[src/rtl/fpu_fused_seq.sv]
// fpu_fused_seq: queued FP op sequencer in front of a single-issue core.
// FMA-family ops run as a MUL pass followed by an ADD/SUB pass with c.
module fpu_fused_seq #(
  parameter int FLEN   = 32,
  parameter int QDEPTH = 4,
  parameter int TAGW   = 4
) (
  input  logic                         clk,
  input  logic                         reset,
  input  logic                         flush,
  input  logic                         in_valid,
  output logic                         in_ready,
  input  logic [4:0]                   in_op,
  input  logic [2:0]                   in_rm,
  input  logic [FLEN-1:0]              in_a,
  input  logic [FLEN-1:0]              in_b,
  input  logic [FLEN-1:0]              in_c,
  input  logic [TAGW-1:0]              in_tag,
  output logic                         out_valid,
  input  logic                         out_ready,
  output logic [FLEN-1:0]              out_y,
  output logic [TAGW-1:0]              out_tag,
  output logic [4:0]                   out_flags,
  output logic                         core_valid,
  input  logic                         core_ready,
  output logic [4:0]                   core_op,
  output logic [2:0]                   core_rm,
  output logic [FLEN-1:0]              core_a,
  output logic [FLEN-1:0]              core_b,
  input  logic                         core_res_valid,
  output logic                         core_res_ready,
  input  logic [FLEN-1:0]              core_y,
  input  logic [4:0]                   core_flags,
  output logic [$clog2(QDEPTH+1)-1:0]  count,
  output logic                         busy
);
  localparam int CW = $clog2(QDEPTH+1);
  localparam int PW = (QDEPTH > 1) ? $clog2(QDEPTH) : 1;

  localparam logic [4:0] OP_NOP   = 5'd0;
  localparam logic [4:0] OP_ADD   = 5'd1;
  localparam logic [4:0] OP_SUB   = 5'd2;
  localparam logic [4:0] OP_MUL   = 5'd3;
  localparam logic [4:0] OP_MADD  = 5'd8;
  localparam logic [4:0] OP_MSUB  = 5'd9;
  localparam logic [4:0] OP_NMSUB = 5'd10;
  localparam logic [4:0] OP_NMADD = 5'd11;

  typedef struct packed {
    logic [4:0]      op;
    logic [2:0]      rm;
    logic [FLEN-1:0] a;
    logic [FLEN-1:0] b;
    logic [FLEN-1:0] c;
    logic [TAGW-1:0] tag;
  } cmd_t;

  typedef enum logic [2:0] {
    S_IDLE, S_ISSUE1, S_WAIT1, S_ISSUE2, S_WAIT2, S_OUT
  } state_t;

  state_t          state_q, state_d;
  cmd_t            mem_q [QDEPTH];
  cmd_t            in_cmd, head;
  logic [PW-1:0]   wptr_q, wptr_d, rptr_q, rptr_d;
  logic [CW-1:0]   cnt_q, cnt_d;
  logic [4:0]      op_q, op_d;
  logic [2:0]      rm_q, rm_d;
  logic [FLEN-1:0] c_q, c_d;
  logic [TAGW-1:0] tag_q, tag_d;
  logic [4:0]      cop_q, cop_d;
  logic [FLEN-1:0] ca_q, ca_d;
  logic [FLEN-1:0] cb_q, cb_d;
  logic [FLEN-1:0] y_q, y_d;
  logic [4:0]      fl_q, fl_d;
  logic            full, empty, push, pop, neg;

  function automatic logic fused(input logic [4:0] op);
    return op inside {OP_MADD, OP_MSUB, OP_NMSUB, OP_NMADD};
  endfunction

  function automatic logic [PW-1:0] nxt(input logic [PW-1:0] p);
    return (p == PW'(QDEPTH-1)) ? '0 : p + 1'b1;
  endfunction

  assign in_cmd = '{op: in_op, rm: in_rm, a: in_a,
                    b: in_b, c: in_c, tag: in_tag};
  assign head   = mem_q[rptr_q];
  assign full   = (cnt_q == CW'(QDEPTH));
  assign empty  = (cnt_q == '0);
  assign push   = in_valid && !full && (in_op != OP_NOP);
  assign pop    = (state_q == S_IDLE) && !empty;
  assign neg    = (op_q == OP_NMADD) || (op_q == OP_NMSUB);

  always_comb begin
    state_d = state_q;
    wptr_d  = wptr_q;
    rptr_d  = rptr_q;
    cnt_d   = cnt_q;
    op_d    = op_q;
    rm_d    = rm_q;
    c_d     = c_q;
    tag_d   = tag_q;
    cop_d   = cop_q;
    ca_d    = ca_q;
    cb_d    = cb_q;
    y_d     = y_q;
    fl_d    = fl_q;
    case (state_q)
      S_IDLE: if (!empty) begin
        op_d    = head.op;
        rm_d    = head.rm;
        c_d     = head.c;
        tag_d   = head.tag;
        cop_d   = fused(head.op) ? OP_MUL : head.op;
        ca_d    = head.a;
        cb_d    = head.b;
        state_d = S_ISSUE1;
      end
      S_ISSUE1: if (core_ready) state_d = S_WAIT1;
      S_WAIT1: if (core_res_valid) begin
        fl_d = core_flags;
        if (fused(op_q)) begin
          // product sign flipped here for the negated forms
          ca_d = {core_y[FLEN-1] ^ neg, core_y[FLEN-2:0]};
          cb_d = c_q;
          unique case (1'b1)
            op_q == OP_MSUB,
            op_q == OP_NMADD: cop_d = OP_SUB;
            default:          cop_d = OP_ADD;
          endcase
          state_d = S_ISSUE2;
        end else begin
          y_d     = core_y;
          state_d = S_OUT;
        end
      end
      S_ISSUE2: if (core_ready) state_d = S_WAIT2;
      S_WAIT2: if (core_res_valid) begin
        y_d     = core_y;
        fl_d    = fl_q | core_flags;
        state_d = S_OUT;
      end
      S_OUT: if (out_ready) state_d = S_IDLE;
      default: state_d = S_IDLE;
    endcase
    if (push) wptr_d = nxt(wptr_q);
    if (pop)  rptr_d = nxt(rptr_q);
    cnt_d = cnt_q + CW'(push) - CW'(pop);
    if (flush) begin
      state_d = S_IDLE;
      wptr_d  = '0;
      rptr_d  = '0;
      cnt_d   = '0;
      fl_d    = '0;
    end
  end

  always_ff @(posedge clk or posedge reset) begin
    if (reset) begin
      state_q <= S_IDLE;
      wptr_q  <= '0;
      rptr_q  <= '0;
      cnt_q   <= '0;
      op_q    <= '0;
      rm_q    <= '0;
      c_q     <= '0;
      tag_q   <= '0;
      cop_q   <= '0;
      ca_q    <= '0;
      cb_q    <= '0;
      y_q     <= '0;
      fl_q    <= '0;
    end else begin
      state_q <= state_d;
      wptr_q  <= wptr_d;
      rptr_q  <= rptr_d;
      cnt_q   <= cnt_d;
      op_q    <= op_d;
      rm_q    <= rm_d;
      c_q     <= c_d;
      tag_q   <= tag_d;
      cop_q   <= cop_d;
      ca_q    <= ca_d;
      cb_q    <= cb_d;
      y_q     <= y_d;
      fl_q    <= fl_d;
    end
  end

  always_ff @(posedge clk) begin
    if (push && !flush) mem_q[wptr_q] <= in_cmd;
  end

  assign in_ready       = !full;
  assign count          = cnt_q;
  assign busy           = !empty || (state_q != S_IDLE);
  assign core_valid     = (state_q == S_ISSUE1) || (state_q == S_ISSUE2);
  assign core_res_ready = (state_q == S_WAIT1) || (state_q == S_WAIT2);
  assign core_op        = cop_q;
  assign core_rm        = rm_q;
  assign core_a         = ca_q;
  assign core_b         = cb_q;
  assign out_valid      = (state_q == S_OUT);
  assign out_y          = y_q;
  assign out_tag        = tag_q;
  assign out_flags      = fl_q;
endmodule

[config.mk]
export PLATFORM = sky130hd
export DESIGN_NAME = fpu_fused_seq
export DESIGN_NICKNAME = d
export VERILOG_FILES = /design/src/rtl/fpu_fused_seq.sv
export SDC_FILE = /design/constraint.sdc
export NUM_CORES = 1
export LEC_CHECK = 0
export CORE_MARGIN = 5
export CORE_UTILIZATION = 60
export DETAILED_ROUTE_END_ITERATION = 12
export HOLD_SLACK_MARGIN = 0.08
export PLACE_DENSITY = 0.85
export SLEW_MARGIN = 25
export SYNTH_ARGS = -nofsm -noshare
export SYNTH_HDL_FRONTEND = slang
export SYNTH_SLANG_ARGS = --single-unit
[constraint.sdc]
create_clock -name clk -period 10.55 [get_ports clk]
set_input_delay 2.11 -clock clk [delete_from_list [all_inputs] [get_ports clk]]
set_output_delay 2.11 -clock clk [all_outputs]
set_load 0.02 [all_outputs]
Word-level counts from Yosys, hierarchy flattened
Memory sizes are Yosys's and may differ from the RTL's. Cells that the tools add are included.

Equal/unequal tests: 27. Add/sub/neg operators: 4. Bitwise operators: 3. Mux-type cells: 40. Reduce and logical (&&, ||, !) cells: 28.

Operators with widths (number): 32-bit two-way mux (9); 32-bit case mux with 2 select lines (3); 5-bit by 4-bit equality test with 1-bit output (second input constant) (8); 5-bit two-way mux (7); 3-bit two-way mux (9); 5-bit case mux with 2 select lines (2); 3-bit case mux with 6 select lines (1); 3-bit inequality test (second input constant) (5); 2-bit two-way mux (7); 2-bit inequality test (second input constant) (5); 3-bit equality test (second input constant) (3); 4-bit AND reduction (2); 2-bit nonzero test (4); 4-bit nonzero test (2); 3-bit by 2-bit equality test with 1-bit output (second input constant) (2); 3-bit logical NOT (2); 6-bit AND reduction (1); 3-bit nonzero test (2); 5-bit OR (1); 5-bit nonzero test (1); 2-bit by 1-bit adder with 2-bit output (second input constant) (2); 2-bit equality test (second input constant) (2); 1-bit logical AND (4); 1-bit logical OR (4); 11 further kinds (14).

RAM bits: 432. Output and inout port bits: 121. Input port bits: 152. Word-level logic and storage cells: 116. Memories: 1. Bits in registers: 160.

Memory list: mem_q (depth 4, bits a word 108, read ports 1, clocked after memory_dff 0, write ports 1, RTL line 63) `cmd_t mem_q [QDEPTH];`.

Logic depth before layout (Yosys ltp)
Word-level depth: 7. Depth in mapped cells: 12. Depth with buffers taken out: 10.

Worst setup path before layout
Ideal clock, no wire load.

Path type: input port to flip-flop. Start point: input in_op[3]. End point: memory mem_q[0][0] in the netlist's numbering, enable pin. Arrival time: 5023 ps. Path buffers: 0. Required time: 10070 ps. Stages: 4. Slack: 5047 ps. Setup time: 480 ps. Cell sequence: or4_1 o211ai_2 nor2_1 and2_1.

Word-level cells in the longest chain between the ends: 5.

Ends and longest elaborated chain: from (decl) (RTL line 13) `input logic [4:0] in_op,`; 5-bit nonzero test (RTL line 91) `assign push = in_valid && !full && (in_op != OP_NOP);`; 1-bit logical AND (RTL line 91); 1-bit logical AND (RTL line 192) `if (push && !flush) mem_q[wptr_q] <= in_cmd;`; 1-bit two-way mux (RTL line 192); 1-bit two-way mux (implied by the code) (RTL line 192); to (decl) (RTL line 63).

No other way between the ends.

Worst setup path in the final report
Start point: register state_q[0]. End point: output busy.

Word-level cells in the longest chain between the ends: 2.

Ends and longest elaborated chain: from (decl) (RTL line 62) `state_t state_q, state_d;`; from (signal assigned) (RTL line 175) `state_q <= state_d;`; 3-bit nonzero test (RTL line 197) `assign busy = !empty || (state_q != S_IDLE);`; 1-bit logical OR (RTL line 197); to (decl) (RTL line 35) `output logic busy`.

No other way between the ends.

==> qor.yml <==
post_cts_resized: 0
antenna_found_initial: 6
cts_setup_buffers: 0
vias: 11770
seq_area_frac_synth: 0.7549
synth_area_mm2: 0.02249
finalWirelength_um: 47940
synth_edf_count: 432
io_pins: 273
clk_pin_slew_worst_paths_ns: 0.06
met3WireLength_um: 3029
initial_utilization: 0.6027
layout.cells.non_filler: 2014
rsz0062_at_grt: "false"
required_ns: 8.44
cts_hold_buf: 0
wl_met2_um: 25270
dieArea_mm2: 0.04145
wl_met1_um: 18240
multi_input_area_mm2: 0.005146
fin_hold_ws_ns: 0.4828
fin_util: 0.7361
grt_pass1_vias: 12610
top_layer_used: "met5"
tightest_slew_ns: 1.032
hold_path.class: "reg2reg"
critical_path_arrival_ns: 2.54
dr.pass1.iters: 5
grt_start_max_net_pins: 113
crit_type: "reg2out"
avgSynthCellArea_um2: 18.66
finalHoldViolCount: 0
synth_seq_cells: 592
drive_gt1_frac: 0.1674
placed_cells: 1905
synth_cells: 1205
post-route-period-util: 0.4408
fin_skew_ns: 0.02122
slew_viol_final: 0
timing.fmax_mhz: 215.0
clock_path_buffers: 3
ir_drop_v: 0.0003035
ant_nets: 0
synth_warnings: 0
worstSetupEndpointType: "output port"
drt_iter0_drc: 988
grt-ovfl-total: 0
fin_crit_ns: 4.651
place_hpwl_um: 28090
synth-main-ff-cell: "edfxtp_1"
tritoncts: "built"
power_density_mw_per_mm2: 277.5
htreeDepth: 2
area_growth_pct: 22.13
viasPerCell: 5.842
tns_ns: 0
die_w_um: 203.6
clk_latency_ns: 0.59
drc: 0
cts.sinks: 592
async_reset_ff_frac: 0.2703
cts_buffers: 55
portBuffers: 272
syn_nets: 1365
root_buffer: "clkbuf_16"
start_kind: "register"
core_mm2: 0.03731
grt_pass1_wl_um: 74210
num_rows: 71
grt.total_usage: 0.2352
seqCellArea_mm2: 0.01698
wl_per_cell_um: 23.80
outcome: "finished, final reports clean"
path_max_fanout: 14
ys_types: 50
drv_cap: 0
fill_cells: 2117
nets: 1649
power.leakage_nw: 9.719
place_congestion: 0.8107
max_slew_margin: 0.3107
setup_viol: 0
fp.dieH_um: 203.6
==> area by class of cell <==
| type | count | share of cell area |
|---|---|---|
| Sequential cell | 592 | 0.6184 |
| Clock inverter | 26 | 0.008155 |
| Tap cell | 474 | 0.02159 |
| Clock buffer | 77 | 0.05872 |
| Timing Repair Buffer | 287 | 0.1040 |
| Antenna cell | 5 | 0.0004556 |
| Inverter | 8 | 0.001367 |
| Multi-Input combinational cell | 545 | 0.1874 |
==> cells in the final DEF (no fill, tap or decap), drive strengths merged, types with 2 or more instances in the layout <==
master,count
nand2b,3
or3,4
xor2,2
nor3b,3
dfrtp,160
mux4,108
a22oi,2
or4,2
a21o,4
a21oi,5
o21ai,67
clkbuf,77
nand2,196
clkinv,21
ha,7
and3b,2
a22o,6
bufinv,4
and2,4
mux2i,66
inv,8
mux2,32
edfxtp,432
and3,3
diode,5
buf,15
xnor2,2
nor2b,3
clkdlybuf4s50,272
nor2,9
==> cells in the mapped netlist, types with 3 or more instances <==
cell      number  area share
dfrtp_1      160        0.18
and2_1         4      0.0011
mux4_2       108        0.11
mux2_2        32       0.016
a22o_1         6      0.0023
clkbuf_1      20      0.0033
buf_2         18      0.0040
o21ai_1       22      0.0049
and3_1         3     0.00083
ha_1           7      0.0039
edfxtp_1     432        0.58
nor2b_1        3     0.00083
buf_6          8      0.0040
mux2i_1       66       0.029
a21o_1         4      0.0013
buf_4         12      0.0040
nand2_1      196       0.033
inv_1          7      0.0012
o21ai_0       45       0.010
nor2_1         8      0.0013
nand2b_1       3     0.00083
a21oi_1        5      0.0011
or3_1          3     0.00083
==> kinds of logic (layout without fill, tap and decap cells) <==
| group | after synthesis | after routing | share of synthesized area |
|---|---|---|---|
| mux | 206 | 206 | 0.1536 |
| fa+ha+maj | 8 | 8 | 0.004785 |
| xor+xnor | 4 | 4 | 0.001558 |
| compound gates | 93 | 93 | 0.02415 |
| flops | 592 | 592 | 0.7549 |
| other cells | 0 | 5 | 0 |
| simple gates | 234 | 234 | 0.04401 |
| buf+inv | 68 | 398 | 0.01703 |
==> sequential cells by signal, indices dropped and copies added, names as in the netlist <==
name / cells
count: 3
state_q: 3
core_a: 32
c_q: 32
core_op: 5
wptr_q: 2
out_flags: 5
out_tag: 4
mem_q: 432
op_q: 5
core_b: 32
core_rm: 3
rptr_q: 2
out_y: 32
==> power breakdown <==
part | internal (mW) | switching [mW] | total, mW | leakage (nW)
logic | 1.13 | 1.33 | 2.46 | 2.91
registers | 2.92 | 0.257 | 3.17 | 5.90
clock network | 1.16 | 0.823 | 1.98 | 0.914
==> critical path, cell delays in order (launching register included) <==
cell and delay, ns:
dfrtp_1 0.55, nor3_1 0.58, or2b_1 0.29, clkdlybuf4s50_1 0.54
==> metal layers <==
layer | vias up | track usage
met4 | 4 | 0.07974
met3 | 93 | 0.04055
li1 | 5196 | -
met2 | 410 | 0.4075
met5 | - | 0
met1 | 6063 | 0.3078
==> stage by stage <==
stage	total power, mW	setup slack (ns)	cell area [um2]
floorplan	4.788	4.120	22490
global placement	5.584	5.358	25590
detailed placement	5.682	5.309	25590
CTS	7.683	5.878	27420
global route	8.007	5.792	27460
finish	7.621	5.899	27470
==> final timing paths <==
path / start / to / slack [ns] / cells after the start
setup reg to reg: state_q[0]$_DFFE_PP0P_ / count[2]$_DFF_PP0_ / 7.12 / 10
setup / recovery: state_q[0]$_DFFE_PP0P_ / busy / 5.90 / 3
hold / removal: core_a[4]$_DFFE_PP0P_ / core_a[4]$_DFFE_PP0P_ / 0.48 / 2
hold reg to reg: core_a[4]$_DFFE_PP0P_ / core_a[4]$_DFFE_PP0P_ / 0.48 / 2
min in group asynchronous: reset / core_a[13]$_DFFE_PP0P_ / 2.07 / 2
max in group asynchronous: reset / c_q[19]$_DFFE_PP0P_ / 7.14 / 3
(Power assumes the default switching activity.)
